===== config.mk =====
export PLATFORM = sky130hd
export DESIGN_NAME = mem_rd_arbiter
export DESIGN_NICKNAME = d
export VERILOG_FILES = /design/src/rtl/mem_rd_arbiter.sv
export SDC_FILE = /design/constraint.sdc
export NUM_CORES = 1
export LEC_CHECK = 0
export ABC_AREA = 1
export CAP_MARGIN = 30
export CORE_MARGIN = 5
export CORE_UTILIZATION = 27
export CTS_CLUSTER_DIAMETER = 50
export DETAILED_ROUTE_END_ITERATION = 7
export PLACE_DENSITY = 0.83
export SETUP_SLACK_MARGIN = 0.4
export SLEW_MARGIN = 15
export SYNTH_ARGS = -nofsm -noshare
export SYNTH_HDL_FRONTEND = slang
export SYNTH_SLANG_ARGS = --single-unit

===== constraint.sdc =====
create_clock -name clk -period 2.8 [get_ports clk]
set_clock_uncertainty 0.05 [all_clocks]
set_input_delay 0.56 -clock clk [delete_from_list [all_inputs] [get_ports clk]]
set_output_delay 0.56 -clock clk [all_outputs]
set_load 0.02 [all_outputs]

===== src/rtl/mem_rd_arbiter.sv =====
// ============================================================================
// Module      : mem_rd_arbiter
// Description : Read arbiter that shares a single-port, 1-cycle-latency memory
//               between the instruction-fetch (IF) and data-load (DM) masters.
//               DM has fixed priority over IF. A starvation guard forces an IF
//               grant after STARVE_MAX consecutive denied cycles.
//               Out-of-range addresses are granted but never issued to memory.
//               They are answered with an error response instead.
//               Optional feature macro: MEM_ARB_STATS_EN (adds grant counters).
// Revision    : 1.0 - initial release
// ============================================================================
`default_nettype none

module mem_rd_arbiter #(
  parameter int MEM_WORDS  = 256,
  parameter int STARVE_MAX = 4,
  parameter int CNT_W      = 16
) (
  input  logic             clk,
  input  logic             rst_n,
  // Instruction-fetch master
  input  logic             if_req,
  input  logic [31:0]      if_addr,
  output logic             if_gnt,
  output logic             if_rvalid,
  output logic [31:0]      if_rdata,
  output logic             if_rerr,
  // Data-load master
  input  logic             dm_req,
  input  logic [31:0]      dm_addr,
  output logic             dm_gnt,
  output logic             dm_rvalid,
  output logic [31:0]      dm_rdata,
  output logic             dm_rerr,
  // Memory side
  output logic [31:0]      mem_addr,
  output logic             mem_r_enable,
  input  logic [31:0]      mem_rdata
`ifdef MEM_ARB_STATS_EN
  ,
  output logic [CNT_W-1:0] if_gnt_cnt,
  output logic [CNT_W-1:0] dm_gnt_cnt
`endif
);

  // Word-index limit and starvation threshold sized to the signals they meet.
  localparam logic [29:0] C_MEM_WORDS  = 30'(MEM_WORDS);
  localparam logic [3:0]  C_STARVE_MAX = 4'(STARVE_MAX);

  // Which master the response in the next cycle belongs to.
  typedef enum logic [1:0] {
    OWN_NONE = 2'd0,
    OWN_IF   = 2'd1,
    OWN_DM   = 2'd2
  } owner_t;

  owner_t      r_rsp_owner;
  owner_t      w_rsp_owner_nxt;
  logic        r_rsp_err;
  logic        w_rsp_err_nxt;
  logic [3:0]  r_starve_cnt;
  logic [3:0]  w_starve_cnt_nxt;

  logic        w_force_if;
  logic        w_dm_win;
  logic        w_if_win;
  logic        w_any_win;
  logic [31:0] w_win_addr;
  logic        w_win_oor;
  logic        w_issue;

  // Arbitration: DM first unless IF has been starved long enough.
  // All grants are masked while reset is asserted.
  always_comb begin
    w_force_if = 1'b0;
    w_dm_win   = 1'b0;
    w_if_win   = 1'b0;
    w_any_win  = 1'b0;
    w_win_addr = '0;
    w_win_oor  = 1'b0;
    w_issue    = 1'b0;

    w_force_if = if_req && (r_starve_cnt == C_STARVE_MAX);
    w_dm_win   = rst_n && dm_req && !w_force_if;
    w_if_win   = rst_n && if_req && !w_dm_win;
    w_any_win  = w_dm_win || w_if_win;
    w_win_addr = w_dm_win ? dm_addr : if_addr;
    w_win_oor  = (w_win_addr[31:2] >= C_MEM_WORDS);
    w_issue    = w_any_win && !w_win_oor;
  end

  // Next-state: response ownership, error flag and saturating starvation count.
  always_comb begin
    w_rsp_owner_nxt  = OWN_NONE;
    w_rsp_err_nxt    = 1'b0;
    w_starve_cnt_nxt = '0;

    if (w_dm_win) begin
      w_rsp_owner_nxt = OWN_DM;
    end else if (w_if_win) begin
      w_rsp_owner_nxt = OWN_IF;
    end

    w_rsp_err_nxt = w_any_win && w_win_oor;

    if (if_req && !w_if_win) begin
      if (r_starve_cnt < C_STARVE_MAX) begin
        w_starve_cnt_nxt = r_starve_cnt + 4'd1;
      end else begin
        w_starve_cnt_nxt = C_STARVE_MAX;
      end
    end
  end

  // State registers; an in-flight response is discarded on reset.
  always_ff @(posedge clk or negedge rst_n) begin
    if (!rst_n) begin
      r_rsp_owner  <= OWN_NONE;
      r_rsp_err    <= 1'b0;
      r_starve_cnt <= '0;
    end else begin
      r_rsp_owner  <= w_rsp_owner_nxt;
      r_rsp_err    <= w_rsp_err_nxt;
      r_starve_cnt <= w_starve_cnt_nxt;
    end
  end

  // Output decode: grants, memory issue and the one-cycle-late response.
  always_comb begin
    if_gnt       = 1'b0;
    dm_gnt       = 1'b0;
    mem_r_enable = 1'b0;
    mem_addr     = '0;
    if_rvalid    = 1'b0;
    if_rerr      = 1'b0;
    if_rdata     = '0;
    dm_rvalid    = 1'b0;
    dm_rerr      = 1'b0;
    dm_rdata     = '0;

    if_gnt       = w_if_win;
    dm_gnt       = w_dm_win;
    mem_r_enable = w_issue;
    if (w_issue) begin
      mem_addr = w_win_addr;
    end

    if (rst_n && (r_rsp_owner == OWN_IF)) begin
      if_rvalid = 1'b1;
      if_rerr   = r_rsp_err;
      if (!r_rsp_err) begin
        if_rdata = mem_rdata;
      end
    end

    if (rst_n && (r_rsp_owner == OWN_DM)) begin
      dm_rvalid = 1'b1;
      dm_rerr   = r_rsp_err;
      if (!r_rsp_err) begin
        dm_rdata = mem_rdata;
      end
    end
  end

`ifdef MEM_ARB_STATS_EN
  logic [CNT_W-1:0] r_if_gnt_cnt;
  logic [CNT_W-1:0] r_dm_gnt_cnt;

  // Free-running grant counters, error grants included, wrapping naturally.
  always_ff @(posedge clk or negedge rst_n) begin
    if (!rst_n) begin
      r_if_gnt_cnt <= '0;
      r_dm_gnt_cnt <= '0;
    end else begin
      if (w_if_win) begin
        r_if_gnt_cnt <= r_if_gnt_cnt + CNT_W'(1);
      end
      if (w_dm_win) begin
        r_dm_gnt_cnt <= r_dm_gnt_cnt + CNT_W'(1);
      end
    end
  end

  assign if_gnt_cnt = r_if_gnt_cnt;
  assign dm_gnt_cnt = r_dm_gnt_cnt;
`else
  // Statistics disabled: no counters are built.
`endif

endmodule

`default_nettype wire


==> impl_metrics.tcl <==
set metrics [dict create \
    status "finished with violations" \
    violations "setup timing" \
    path_class "in2out" \
    setup_ws_ns -0.160 \
    antenna_left 0 \
    gr-usage-all-layers_pct 17.5 \
    ys.warnings.count 0 \
    gp_congestion 0.850 \
    vias 2481 \
    async_flop_share_pct 100 \
    finalMaxSlewViolations 0 \
    yosys-top-cells-count "nand2_1, nor3_1, inv_1" \
    wire_per_inst_um 13.5 \
    synth_top_area_share_pct 19.8 \
    insertion_delay_ns 0.22 \
    cp-end-kind "output port" \
    clockBufferDepth 2 \
    grt_pass1_wl_mm 11.1 \
    netlist_instances 303 \
    cts_tree "yes" \
    area_delta_synth_final_pct 127 \
    cts_buffers 3 \
    clk_pin_slew_ns 0.04 \
    place_hpwl_mm 6.47 \
    clock-sinks 7 \
    die_w_um 88.6 \
    hold_slack_ns 0.287 \
    crit_fanout 8 \
    tns_ns -1.42 \
    synth_area_leaders "nor3_1, nand2_1, inv_1" \
    period_needed_ns 2.96 \
    crit_arrival_ns 2.35 \
    pre_cts_ws_ns -0.743 \
    hp-class "in2async" \
    io_buffers 180 \
    fp.dieH_um 88.6 \
    synth-seq-cells 7 \
    die_area_sq_um 7840 \
    setup_viol 11 \
    avgSynthCellArea_sq_um 5.50 \
    drt-initial-drc-count 24 \
    totalWireLength_mm 7.82 \
    core_area_sq_um 5960 \
    vdd_drop_max_v 0.000154 \
    rows 28 \
    drcViolationCount 0 \
    drv_cap 0 \
    synth_top_cell_by_area "nor3_1" \
    viasPerCell 4.27 \
    fin_crit_sh_pct 106 \
    hold_violations 0 \
    ys.flop_type "dfrtp_1" \
    p_leak_nw 2.10 \
    cts-root-buf "clkbuf_8" \
    yosysSeqAreaShare_pct 10.5 \
    p_per_area_nw_per_um2 176 \
    fmax_mhz 338 \
    cts-htree-levels 1 \
    rsz0062_at_grt "yes" \
    start_util_pct 28.0 \
    synth_edf_count 0 \
    synth_cell_types 26 \
    syn-cell-area_sq_um 1670 \
    required_ns 2.19 \
    grt_start_max_net_pins 40 \
    r2r_slack_ns 0.57 \
    first_global_vias 2385 \
    grt_antenna_before_repair 1 \
    firstDrtPassIters 4 \
    fillers 541 \
    nNetsFinal 608 \
    start_kind "input pin" \
    overflow 0 \
    io_pins 203 \
    drive_gt1_share_pct 27.1 \
]
## cell usage in the layout (no fill, tap or decap), types with 15 or more instances in the layout
| cell type | count |
|---|---|
| nor3_1 | 60 |
| conb_1 | 23 |
| buf_6 | 18 |
| clkdlybuf4s50_1 | 96 |
| buf_4 | 25 |
| buf_2 | 27 |
| dlygate4sd2_1 | 27 |
| nor2_1 | 15 |
| nand2_1 | 59 |
| inv_1 | 53 |
## layer usage
layer / routed length, um / GRT usage, %
met1: 2800 / 19.4
met2: 4010 / 33.0
met3: 823 / 3.82
met4: 183 / 5.77
met5: 0 / 0
## critical path, cell delays in order
cell and delay (ns):
clkdlybuf4s15_2 0.21, nand2_2 0.08, inv_2 0.04, nand2_4 0.09, nand2_8 0.07, buf_12 0.13
buf_16 0.13, nand2_1 0.05, nand2_1 0.05, nor2_1 0.10, nand3_1 0.09, nor2_2 0.14
nand3_2 0.11, buf_6 0.14, buf_16 0.13, nor2_2 0.10, buf_6 0.13
## area by class of cell
class                   count  area [sq um]  share of cell area [%]
flip-flops and latches      7           176                    4.67
well taps                  75          93.8                    2.48
diodes                      1          2.50                  0.0662
inverters                  58           220                    5.83
clock buffers               4          45.0                    1.19
repair buffers            218          2060                    54.5
multi-input cells         218          1180                    31.3
## flip-flops by register name, summed over array words and instances, names as in the netlist
name and count:
r_starve_cnt 4, r_rsp_owner 2, r_rsp_err 1
## path summary, 6_finish.rpt
check | startpoint | endpoint | depth (start not counted)
worst max-delay path | if_req | mem_addr[8] | 17
worst min-delay path | rst_n | r_rsp_owner[0] | 3
worst max register to register | r_starve_cnt[1] | r_rsp_err | 20
worst min register to register | r_starve_cnt[0] | r_starve_cnt[0] | 2
max in group asynchronous | rst_n | r_rsp_err | 3
min in group clk | r_starve_cnt[0] | r_starve_cnt[0] | 2
## power by group
group	switching (mW)	internal, mW	total [mW]
Clock	0.0374	0.0980	0.135
Sequential	0.00967	0.107	0.116
Combinational	0.192	0.222	0.413
Total	0.239	0.426	0.665
## stage by stage
stage | power [mW] | util [%] | instance area (sq um) | cells
final | 0.665 | 63.4 | 3780 | 581
after global routing | 0.713 | 63.4 | 3780 | 581
after CTS | 0.660 | 63.0 | 3750 | 580
after detailed placement | 0.507 | 60.6 | 3610 | 559
after global placement | 0.501 | 60.6 | 3610 | 559
after floorplan | 0.315 | - | 1770 | 325
## kinds of logic (layout without fill, tap and decap cells)
group                    count (synthesis)  in the layout  share of synthesized area (%)
AND/OR/NAND/NOR                        181            181                           52.0
AO/OA/AOI/OAI                            4              4                           1.20
other                                    1             24                          0.225
adder cells (fa/ha/maj)                  2              2                           1.50
multiplexers                             8              8                           4.80
buffers and inverters                  100            280                           29.7
flip-flops                               7              7                           10.5
## repair_timing
item / CTS / global route
pin swaps: 16 / 12
hold buffers: 0 / 0
endpoints found under the setup margin: 81 / 76
setup buffers: 14 / 0
gates resized for setup: 286 / 51
cloned: 3 / 0
No activity file was read; power rests on OpenSTA's default activity.
